<file path="src/rtl/ex_muldiv_iter.sv">
// ex_muldiv_iter: iterative multiply/divide unit beside the EX stage.
// Executes MULT, MULTU, DIV, DIVU on WIDTH-bit operands, one iteration per
// cycle, and delivers the HI/LO pair through the shared HI/LO write path.
//
// Ports:
//   clk, rst        clock, asynchronous active-high reset
//   start_i         request from EX (held while EX is stalled)
//   op_i            00 MULT, 01 MULTU, 10 DIV, 11 DIVU (sampled with start_i)
//   opa_i, opb_i    rs (multiplicand / dividend), rt (multiplier / divisor)
//   cancel_i        pipeline flush; aborts an operation in CALC
//   stall_o         combinational stall request to pipeline control
//   done_o          one-cycle result-valid pulse
//   wrn_hilo_o      HI/LO write enable (same as done_o)
//   hi_o, lo_o      product high/low, or remainder/quotient
//   dbz_o           divide-by-zero flag, valid with done_o
module ex_muldiv_iter #(
  parameter int unsigned WIDTH = 32,
  parameter int unsigned CNT_W = $clog2(WIDTH) + 1
) (
  input  logic             clk,
  input  logic             rst,
  input  logic             start_i,
  input  logic [1:0]       op_i,
  input  logic [WIDTH-1:0] opa_i,
  input  logic [WIDTH-1:0] opb_i,
  input  logic             cancel_i,
  output logic             stall_o,
  output logic             done_o,
  output logic             wrn_hilo_o,
  output logic [WIDTH-1:0] hi_o,
  output logic [WIDTH-1:0] lo_o,
  output logic             dbz_o
);

  localparam int unsigned W2 = 2 * WIDTH;

  typedef enum logic [1:0] {
    S_IDLE = 2'd0,
    S_CALC = 2'd1,
    S_DONE = 2'd2
  } state_t;

  state_t           r_state;
  state_t           w_state_nxt;
  logic [CNT_W-1:0] r_cnt;
  logic             r_is_div;
  logic             r_neg_res;   // negate product / quotient
  logic             r_neg_rem;   // negate remainder (dividend sign)
  logic [WIDTH-1:0] r_a;         // multiplicand magnitude
  logic [WIDTH-1:0] r_b;         // divisor magnitude
  logic [W2-1:0]    r_acc;       // {high/remainder, low/multiplier-or-quotient}
  logic [WIDTH-1:0] r_hi;
  logic [WIDTH-1:0] r_lo;
  logic             r_dbz;
  logic             r_done;

  logic             w_accept;
  logic             w_dbz;
  logic             w_a_neg;
  logic             w_b_neg;
  logic [WIDTH-1:0] w_a_mag;
  logic [WIDTH-1:0] w_b_mag;
  logic [WIDTH:0]   w_add;
  logic [WIDTH:0]   w_trial;
  logic [W2-1:0]    w_acc_nxt;
  logic [W2-1:0]    w_prod;
  logic [WIDTH-1:0] w_quo;
  logic [WIDTH-1:0] w_rem;
  logic [WIDTH-1:0] w_hi_fin;
  logic [WIDTH-1:0] w_lo_fin;

  // Request acceptance and operand preparation
  assign w_accept = (r_state == S_IDLE) && start_i && !cancel_i;
  assign w_dbz    = op_i[1] && (opb_i == '0);
  assign w_a_neg  = !op_i[0] && opa_i[WIDTH-1];
  assign w_b_neg  = !op_i[0] && opb_i[WIDTH-1];
  assign w_a_mag  = w_a_neg ? (-opa_i) : opa_i;
  assign w_b_mag  = w_b_neg ? (-opb_i) : opb_i;

  // Stall while busy, and already in the accepting cycle so EX holds the op
  assign stall_o    = (r_state == S_CALC) || w_accept;
  assign done_o     = r_done;
  assign wrn_hilo_o = r_done;
  assign hi_o       = r_hi;
  assign lo_o       = r_lo;
  assign dbz_o      = r_dbz;

  // One iteration step: shift-and-add multiply or restoring divide
  always_comb begin
    w_acc_nxt = r_acc;
    w_add     = {1'b0, r_acc[W2-1:WIDTH]} + {1'b0, r_a};
    // Remainder shifted left with next dividend bit, minus divisor; the top
    // bit is the borrow (remainder < divisor keeps the difference in range)
    w_trial   = {r_acc[W2-1:WIDTH], r_acc[WIDTH-1]} - {1'b0, r_b};
    if (r_is_div) begin
      if (!w_trial[WIDTH]) begin
        w_acc_nxt = {w_trial[WIDTH-1:0], r_acc[WIDTH-2:0], 1'b1};
      end else begin
        w_acc_nxt = {r_acc[W2-2:0], 1'b0};
      end
    end else begin
      if (r_acc[0]) begin
        w_acc_nxt = {w_add, r_acc[WIDTH-1:1]};
      end else begin
        w_acc_nxt = {1'b0, r_acc[W2-1:1]};
      end
    end
  end

  // Sign correction applied to the final iteration's result
  always_comb begin
    w_prod   = r_neg_res ? (-w_acc_nxt) : w_acc_nxt;
    w_quo    = r_neg_res ? (-w_acc_nxt[WIDTH-1:0]) : w_acc_nxt[WIDTH-1:0];
    w_rem    = r_neg_rem ? (-w_acc_nxt[W2-1:WIDTH]) : w_acc_nxt[W2-1:WIDTH];
    w_hi_fin = r_is_div ? w_rem : w_prod[W2-1:WIDTH];
    w_lo_fin = r_is_div ? w_quo : w_prod[WIDTH-1:0];
  end

  // State register
  always_ff @(posedge clk or posedge rst) begin
    if (rst) begin
      r_state <= S_IDLE;
    end else begin
      r_state <= w_state_nxt;
    end
  end

  // Next-state logic
  always_comb begin
    w_state_nxt = r_state;
    case (r_state)
      S_IDLE: begin
        if (w_accept) begin
          w_state_nxt = w_dbz ? S_DONE : S_CALC;
        end
      end
      S_CALC: begin
        if (cancel_i) begin
          w_state_nxt = S_IDLE;
        end else if (r_cnt == CNT_W'(1)) begin
          w_state_nxt = S_DONE;
        end
      end
      S_DONE:  w_state_nxt = S_IDLE;
      default: w_state_nxt = S_IDLE;
    endcase
  end

  // Datapath and result registers
  always_ff @(posedge clk or posedge rst) begin
    if (rst) begin
      r_cnt     <= '0;
      r_is_div  <= 1'b0;
      r_neg_res <= 1'b0;
      r_neg_rem <= 1'b0;
      r_a       <= '0;
      r_b       <= '0;
      r_acc     <= '0;
      r_hi      <= '0;
      r_lo      <= '0;
      r_dbz     <= 1'b0;
      r_done    <= 1'b0;
    end else begin
      r_done <= 1'b0;
      case (r_state)
        S_IDLE: begin
          if (w_accept) begin
            r_is_div  <= op_i[1];
            r_neg_res <= w_a_neg ^ w_b_neg;
            r_neg_rem <= w_a_neg;
            r_a       <= w_a_mag;
            r_b       <= w_b_mag;
            r_acc     <= {{WIDTH{1'b0}}, (op_i[1] ? w_a_mag : w_b_mag)};
            r_cnt     <= CNT_W'(WIDTH);
            if (w_dbz) begin
              r_hi   <= '0;
              r_lo   <= '0;
              r_dbz  <= 1'b1;
              r_done <= 1'b1;
            end
          end
        end
        S_CALC: begin
          if (!cancel_i) begin
            r_acc <= w_acc_nxt;
            r_cnt <= r_cnt - CNT_W'(1);
            if (r_cnt == CNT_W'(1)) begin
              r_hi   <= w_hi_fin;
              r_lo   <= w_lo_fin;
              r_dbz  <= 1'b0;
              r_done <= 1'b1;
            end
          end
        end
        default: ;
      endcase
    end
  end

endmodule

</file>
<file path="config.mk">
export PLATFORM = sky130hd
export DESIGN_NAME = ex_muldiv_iter
export DESIGN_NICKNAME = d
export VERILOG_FILES = /design/src/rtl/ex_muldiv_iter.sv
export SDC_FILE = /design/constraint.sdc
export NUM_CORES = 1
export LEC_CHECK = 0
export ABC_CLOCK_PERIOD_IN_PS = 12100
export CAP_MARGIN = 20
export CORE_MARGIN = 2
export CORE_UTILIZATION = 65
export DETAILED_ROUTE_END_ITERATION = 6
export DONT_BUFFER_PORTS = 1
export GPL_ROUTABILITY_DRIVEN = 0
export HOLD_SLACK_MARGIN = 0.03
export PLACE_DENSITY = 0.81
export SLEW_MARGIN = 20
export SYNTH_ARGS = -nofsm -noshare
export SYNTH_HDL_FRONTEND = slang
export SYNTH_SLANG_ARGS = --single-unit
</file>
<file path="constraint.sdc">
create_clock -name clk -period 12.1 [get_ports clk]
set_clock_uncertainty 0.15 [all_clocks]
set_input_delay 1.815 -clock clk [delete_from_list [all_inputs] [get_ports clk]]
set_output_delay 1.815 -clock clk [all_outputs]
set_load 0.05 [all_outputs]
</file>
==> out/metrics.csv, run 1 <==
metric,value,unit
Max Cap Violations,0,
Clock Tree Buf Depth,3,
number of I/O port buffers,0,
clock sink total,205,
core area,25300,um^2
fmax,0.134,GHz
final instance area,17600,um^2
Via density,7.13,
Total Routing Usage GR,42.6,%
Mapped Cells,2158,
drt first pass iters,7,
drt wl/cell,24.1,um
CTS Buf Count,23,
Startpoint Class,register,
CP max stage delay,0.52,ns
Nets,2216,
unrepaired setup endpoints after global routing,false,
Syn Area/Cell,7.77,um^2
fillcell total,2050,
Starting Density,66.4,%
relative slew slack,22.3,%
first-pass GRT wire length,88.3,mm
total power,4.24,mW
Main synth FF type,dfrtp_1,
Max VDD drop,0.000142,V
WS Path Type,reg -> reg,
WP data arrival,7.74,ns
row count,58,
number of enable flip-flop cells after synthesis,0,
Hold Path Class,reg -> reg,
failing checks,design-rule violations,
min Tclk post-route,7.45,ns
root buf cell,clkbuf_16,
"top cells by count, synth","nand2_1, o21ai_0, dfrtp_1",
crit path capture type,register,
Slew Limit Fails,0,
GRT overflow,0,
Ports,138,
share of the synthesized area in the top cell type,30.6,%
Max H-tree Level,1,
top-count cell post-synth,nand2_1,
Clock Latency Late Sink,0.56,ns
"antenna viol nets, final",0,
CTS Hold Bufs,0,
largest net degree at the start of global routing,134,
CP Data Required Time,12.39,ns
CP max-delay cell,or4_1,
CP max FO,23,
die width,165,um
sequential fraction of the synthesis area,30.6,%
area post-placement,16900,um^2
drt first-iter violations,2711,
Lkg Pwr,7.40,nW
vias,17254,
Hold WS,0.332,ns
Yosys reg bits,205,
Worst-path clk slew,0.06,ns
layout cells sized above 1,4.45,%
drt drc,1,
CTS tree,yes,
final hold violation count,0,
status,"complete, but fails checks",
final wirelength,58.4,mm
distinct cell type count after synthesis,88,
Util after Layout,69.8,%
Finish-stage setup viols,0,
Synth Cell Area,16800,um^2
initial antenna violation count,3,
Slew @ Worst Pin,1.16,ns
"Setup Fix Bufs, Post-CTS",0,
post-synth top area cell,dfrtp_1,
synthesis-to-finish area growth,5.12,%
Synthesis Warnings,0,
DIE HEIGHT,165,um
# resized after CTS,0,
vias in the first global route,15510,
setup TNS,0,ns
Area contributors post-synth,"dfrtp_1, o21ai_0, nand2_1",
hpwl dp,43.3,mm
period utilization,61.6,%
Async SR Flop Fraction,100,%
P per Cell Area,241,nW/um^2
"Net Count, Synth",2300,
die area,27100,um^2
==> critical path, delay by kind of cell, from the launching register on <==
kind                     cells  cell delay (ns)
AND/OR/NAND/NOR             10             2.99
adder cells (fa/ha/maj)      3             0.82
AO/OA/AOI/OAI                8             2.41
buffers and inverters        3             0.46
flip-flops                   1             0.43
XOR/XNOR                     1             0.09
==> flip-flops by register name (all words and copies together) (netlist names) <==
register / cells
r_neg_rem: 1
done_o: 1
r_neg_res: 1
r_a: 32
dbz_o: 1
r_cnt: 6
hi_o: 32
r_acc: 64
r_b: 32
r_is_div: 1
r_state: 2
lo_o: 32
==> power by group <==
part / total (mW) / switching [mW] / internal, mW
clock: 0.722 / 0.304 / 0.418
sequential: 1.12 / 0.293 / 0.823
combinational: 2.40 / 1.58 / 0.822
==> cell usage in the layout, fill, tap and decap left out, types with 37 or more instances in the layout <==
master	Yosys	routed
mux2i_1	49	49
nand2_1	307	306
a21o_1	38	38
inv_1	70	69
a21oi_1	186	186
xor2_1	62	62
dfrtp_1	205	204
nor3_1	45	45
o21ai_0	232	232
nor2_1	176	173
xnor2_1	89	89
ha_1	70	70
o31ai_1	38	37
==> per-layer routing <==
| layer | vias up | track usage, % | wire [um] |
|---|---|---|---|
| li1 | 7664 | - | - |
| met1 | 8012 | 54.8 | 21400 |
| met2 | 1287 | 63.5 | 24800 |
| met3 | 289 | 12.0 | 7790 |
| met4 | 2 | 26.0 | 4430 |
| met5 | - | 0 | 13 |
==> through the flow <==
| step | setup slack [ns] | cells |
|---|---|---|
| 3_5_place_dp | 4.94 | 2379 |
| 5_1_grt | 4.26 | 2418 |
| 6_report | 4.65 | 2420 |
| 3_3_place_gp | 5.20 | 2379 |
| 2_1_floorplan | 4.54 | 2158 |
| 4_1_cts | 4.90 | 2418 |
==> path summary, 6_finish.rpt <==
| path | start | end | slack [ns] | depth (start not counted) |
|---|---|---|---|---|
| max reg2reg | r_acc[31] | hi_o[20] | 4.65 | 25 |
| min reg2reg | r_b[3] | r_b[3] | 0.33 | 2 |
| min | r_b[3] | r_b[3] | 0.33 | 2 |
| max in group asynchronous | rst | r_is_div | 9.02 | 2 |
| max | r_acc[31] | hi_o[20] | 4.65 | 25 |
| min in group asynchronous | rst | hi_o[15] | 1.19 | 1 |
==> layout make-up <==
cell class	instances	area, um^2	share of cell area, %
Clock buffer	32	649	3.68
Sequential cell	205	5130	29.1
Clock inverter	7	103	0.582
Antenna cell	2	5.00	0.0284
Multi-Input combinational cell	1752	10900	61.8
Timing Repair Buffer	21	158	0.894
Inverter	71	274	1.55
Tap cell	330	413	2.34
==> logic make-up (layout without fill, tap and decap cells) <==
logic type                 count (synthesis)  count (layout)  synth area share, %
other                                      0               2                    0
adders and majority gates                 72              72                 5.46
muxes                                     50              50                 2.99
AOI/OAI and AO/OA                        743             743                 28.1
buffers and inverters                    201             131                 4.72
DFF                                      205             205                 30.6
and+or+nand+nor                          736             736                 20.2
xor gates and xnor gates                 151             151                 7.89
Note: power is estimated with default switching activity, not from simulation.
==> run 2: changes to the inputs <==
ABC_CLOCK_PERIOD_IN_PS = 7100   (was 12100)
clock period = 7.1 ns   (was 12.1 ns; I/O delays follow)
==> run 2 against run 1 <==
Against the previous run: the run now ends clean; combinational power grew 75%; sequential power grew 69%; sequential share of layout area shrank 0.13 points; global-route usage grew 0.80 points; die area is the same; register-to-register slack lost 4.2 ns; wire length grew 1.5%; via count grew 0.70%; non-clock buffer count grew 9; critical path type unchanged.
==> out/metrics.csv, run 2 (same netlist as run 1, synthesis figures left out) <==
metric,value,unit
status,finished clean,
fmax,0.152,GHz
synthesis-to-finish area growth,5.60,%
Flop pwr share,25.9,%
"most common cell after layout, fill and taps aside",nand2_1,
footprint of the multi-input gates,10900,um^2
largest net degree at the start of global routing,114,
Max VDD drop,0.000248,V
final hold violation count,0,
Max Cap Violations,0,
Post-Route M1 WL,21.3,mm
vias in the first global route,15718,
# resized after CTS,0,
critical path buffer and inverter count,2,
CP max stage delay,0.56,ns
die width,165,um
setup TNS,0,ns
Pint,3.51,mW
Starting Density,66.4,%
row count,58,
CTS Buf Count,23,
Ports,138,
Seq. cell area,5130,um^2
CTS tree,yes,
max FFs per register,64,
final wirelength,59.3,mm
unrepaired setup endpoints after global routing,false,
largest register by flop count,r_acc,
Lkg Pwr,7.44,nW
Slew @ Worst Pin,1.16,ns
dpl cells,2387,
number of I/O port buffers,0,
core area,25300,um^2
DIE HEIGHT,165,um
die area,27100,um^2
"antenna viol nets, final",0,
crit path capture type,register,
Clock Tree Buf Depth,3,
drt wl/cell,24.4,um
Total Routing Usage GR,43.4,%
Hold WS,0.335,ns
relative slew slack,22.5,%
CP Cell Sequence,"inv_1, ha_1, inv_1, fa_1, a211oi_1, o211a_1, or4_4, a21boi_4, o21ai_2, nand2_1, nor2_1, a21oi_1, ha_1, o21ai_0, or4_1, or2_2, nor4_1, and2_1, nand3_1, o21ai_2, nand4bb_2, o31ai_1, xor2_1, o21ai_0",
period utilization,93.0,%
power share of the clock group,16.5,%
Hold Path Class,reg -> reg,
uppermost layer routed,met5,
WP data arrival,6.87,ns
Via density,7.14,
Worst-path clk slew,0.06,ns
CP max FO,8,
min Tclk post-route,6.60,ns
Max H-tree Level,1,
final instance area,17700,um^2
Nets,2225,
crit-path leading delay family,simple AND/OR/NAND/NOR gates,
drt first pass iters,7,
area post-placement,16900,um^2
clock sink total,205,
sw power,3.78,mW
"commonest cells after routing, fill and taps aside","nand2_1, o21ai_0, dfrtp_1",
total power,7.29,mW
layout cells sized above 1,5.24,%
fillcell total,2084,
P per Cell Area,412,nW/um^2
CP Data Required Time,7.37,ns
"Setup Fix Bufs, Post-CTS",0,
first-pass GRT wire length,89.8,mm
Slew Limit Fails,0,
Logic pwr share,57.6,%
drt first-iter violations,2609,
Routed met3 length,8.06,mm
DR WL met2,25.2,mm
sw frac,51.9,%
drt drc,0,
CP max-delay cell,or4_4,
CTS Hold Bufs,0,
Clock Latency Late Sink,0.55,ns
root buf cell,clkbuf_16,
hpwl dp,43.6,mm
"non-filler cells, final",2432,
Startpoint Class,register,
vias,17375,
Finish-stage setup viols,0,
GRT overflow,0,
WS Path Type,reg -> reg,
initial antenna violation count,3,
==> run 2: cell count changes in the layout (fill, tap and decap cells not counted), sizes merged <==
cell      before  now
clkinv         4    7
clkbuf        32   30
clkinvlp       1    4
buf           21   30
bufinv         2    1
==> run 2: path summary, 6_finish.rpt <==
check	start	to	slack (ns)	cells after the start
hold reg to reg	r_b[4]	r_b[4]	0.33	2
max in group asynchronous	rst	r_b[22]	5.21	2
setup / recovery	r_acc[31]	hi_o[24]	0.50	24
hold / removal	r_b[4]	r_b[4]	0.33	2
setup reg to reg	r_acc[31]	hi_o[24]	0.50	24
min in group asynchronous	rst	hi_o[13]	0.36	1
==> run 2: layout make-up <==
class | instances | share of cell area, %
Multi-Input combinational cell | 1752 | 61.6
Sequential cell | 205 | 29.0
Clock buffer | 30 | 3.57
Tap cell | 330 | 2.33
Inverter | 71 | 1.55
Timing Repair Buffer | 30 | 1.27
Clock inverter | 12 | 0.643
Antenna cell | 2 | 0.0283
==> run 2: per-layer routing <==
layer  up-vias  GRT usage [%]
met1      8073           55.7
met5         -              0
met4         2           27.2
met3       317           13.3
li1       7693              -
met2      1290           63.8
==> run 2: power by group through the flow <==
stage	Clock, mW	Sequential, mW	Combinational (mW)
global route	1.25	1.89	4.47
detailed placement	0	1.87	3.92
floorplan	0	1.72	2.92
global placement	0	1.86	3.84
CTS	1.20	1.85	3.95
finish	1.21	1.89	4.20
==> run 2: tightest hold or removal path, cell delays in order (launching register included) <==
cell,delay (ns)
dfrtp_1,0.34
nand2_1,0.05
o21ai_0,0.06
==> run 2: per-stage QoR <==
| step | util (%) | setup slack [ns] |
|---|---|---|
| after floorplan | - | 0.289 |
| after global placement | 67.0 | 0.712 |
| after detailed placement | 67.0 | 0.436 |
| after CTS | 70.0 | 0.380 |
| after global routing | 70.1 | 0.121 |
| final | 70.1 | 0.500 |
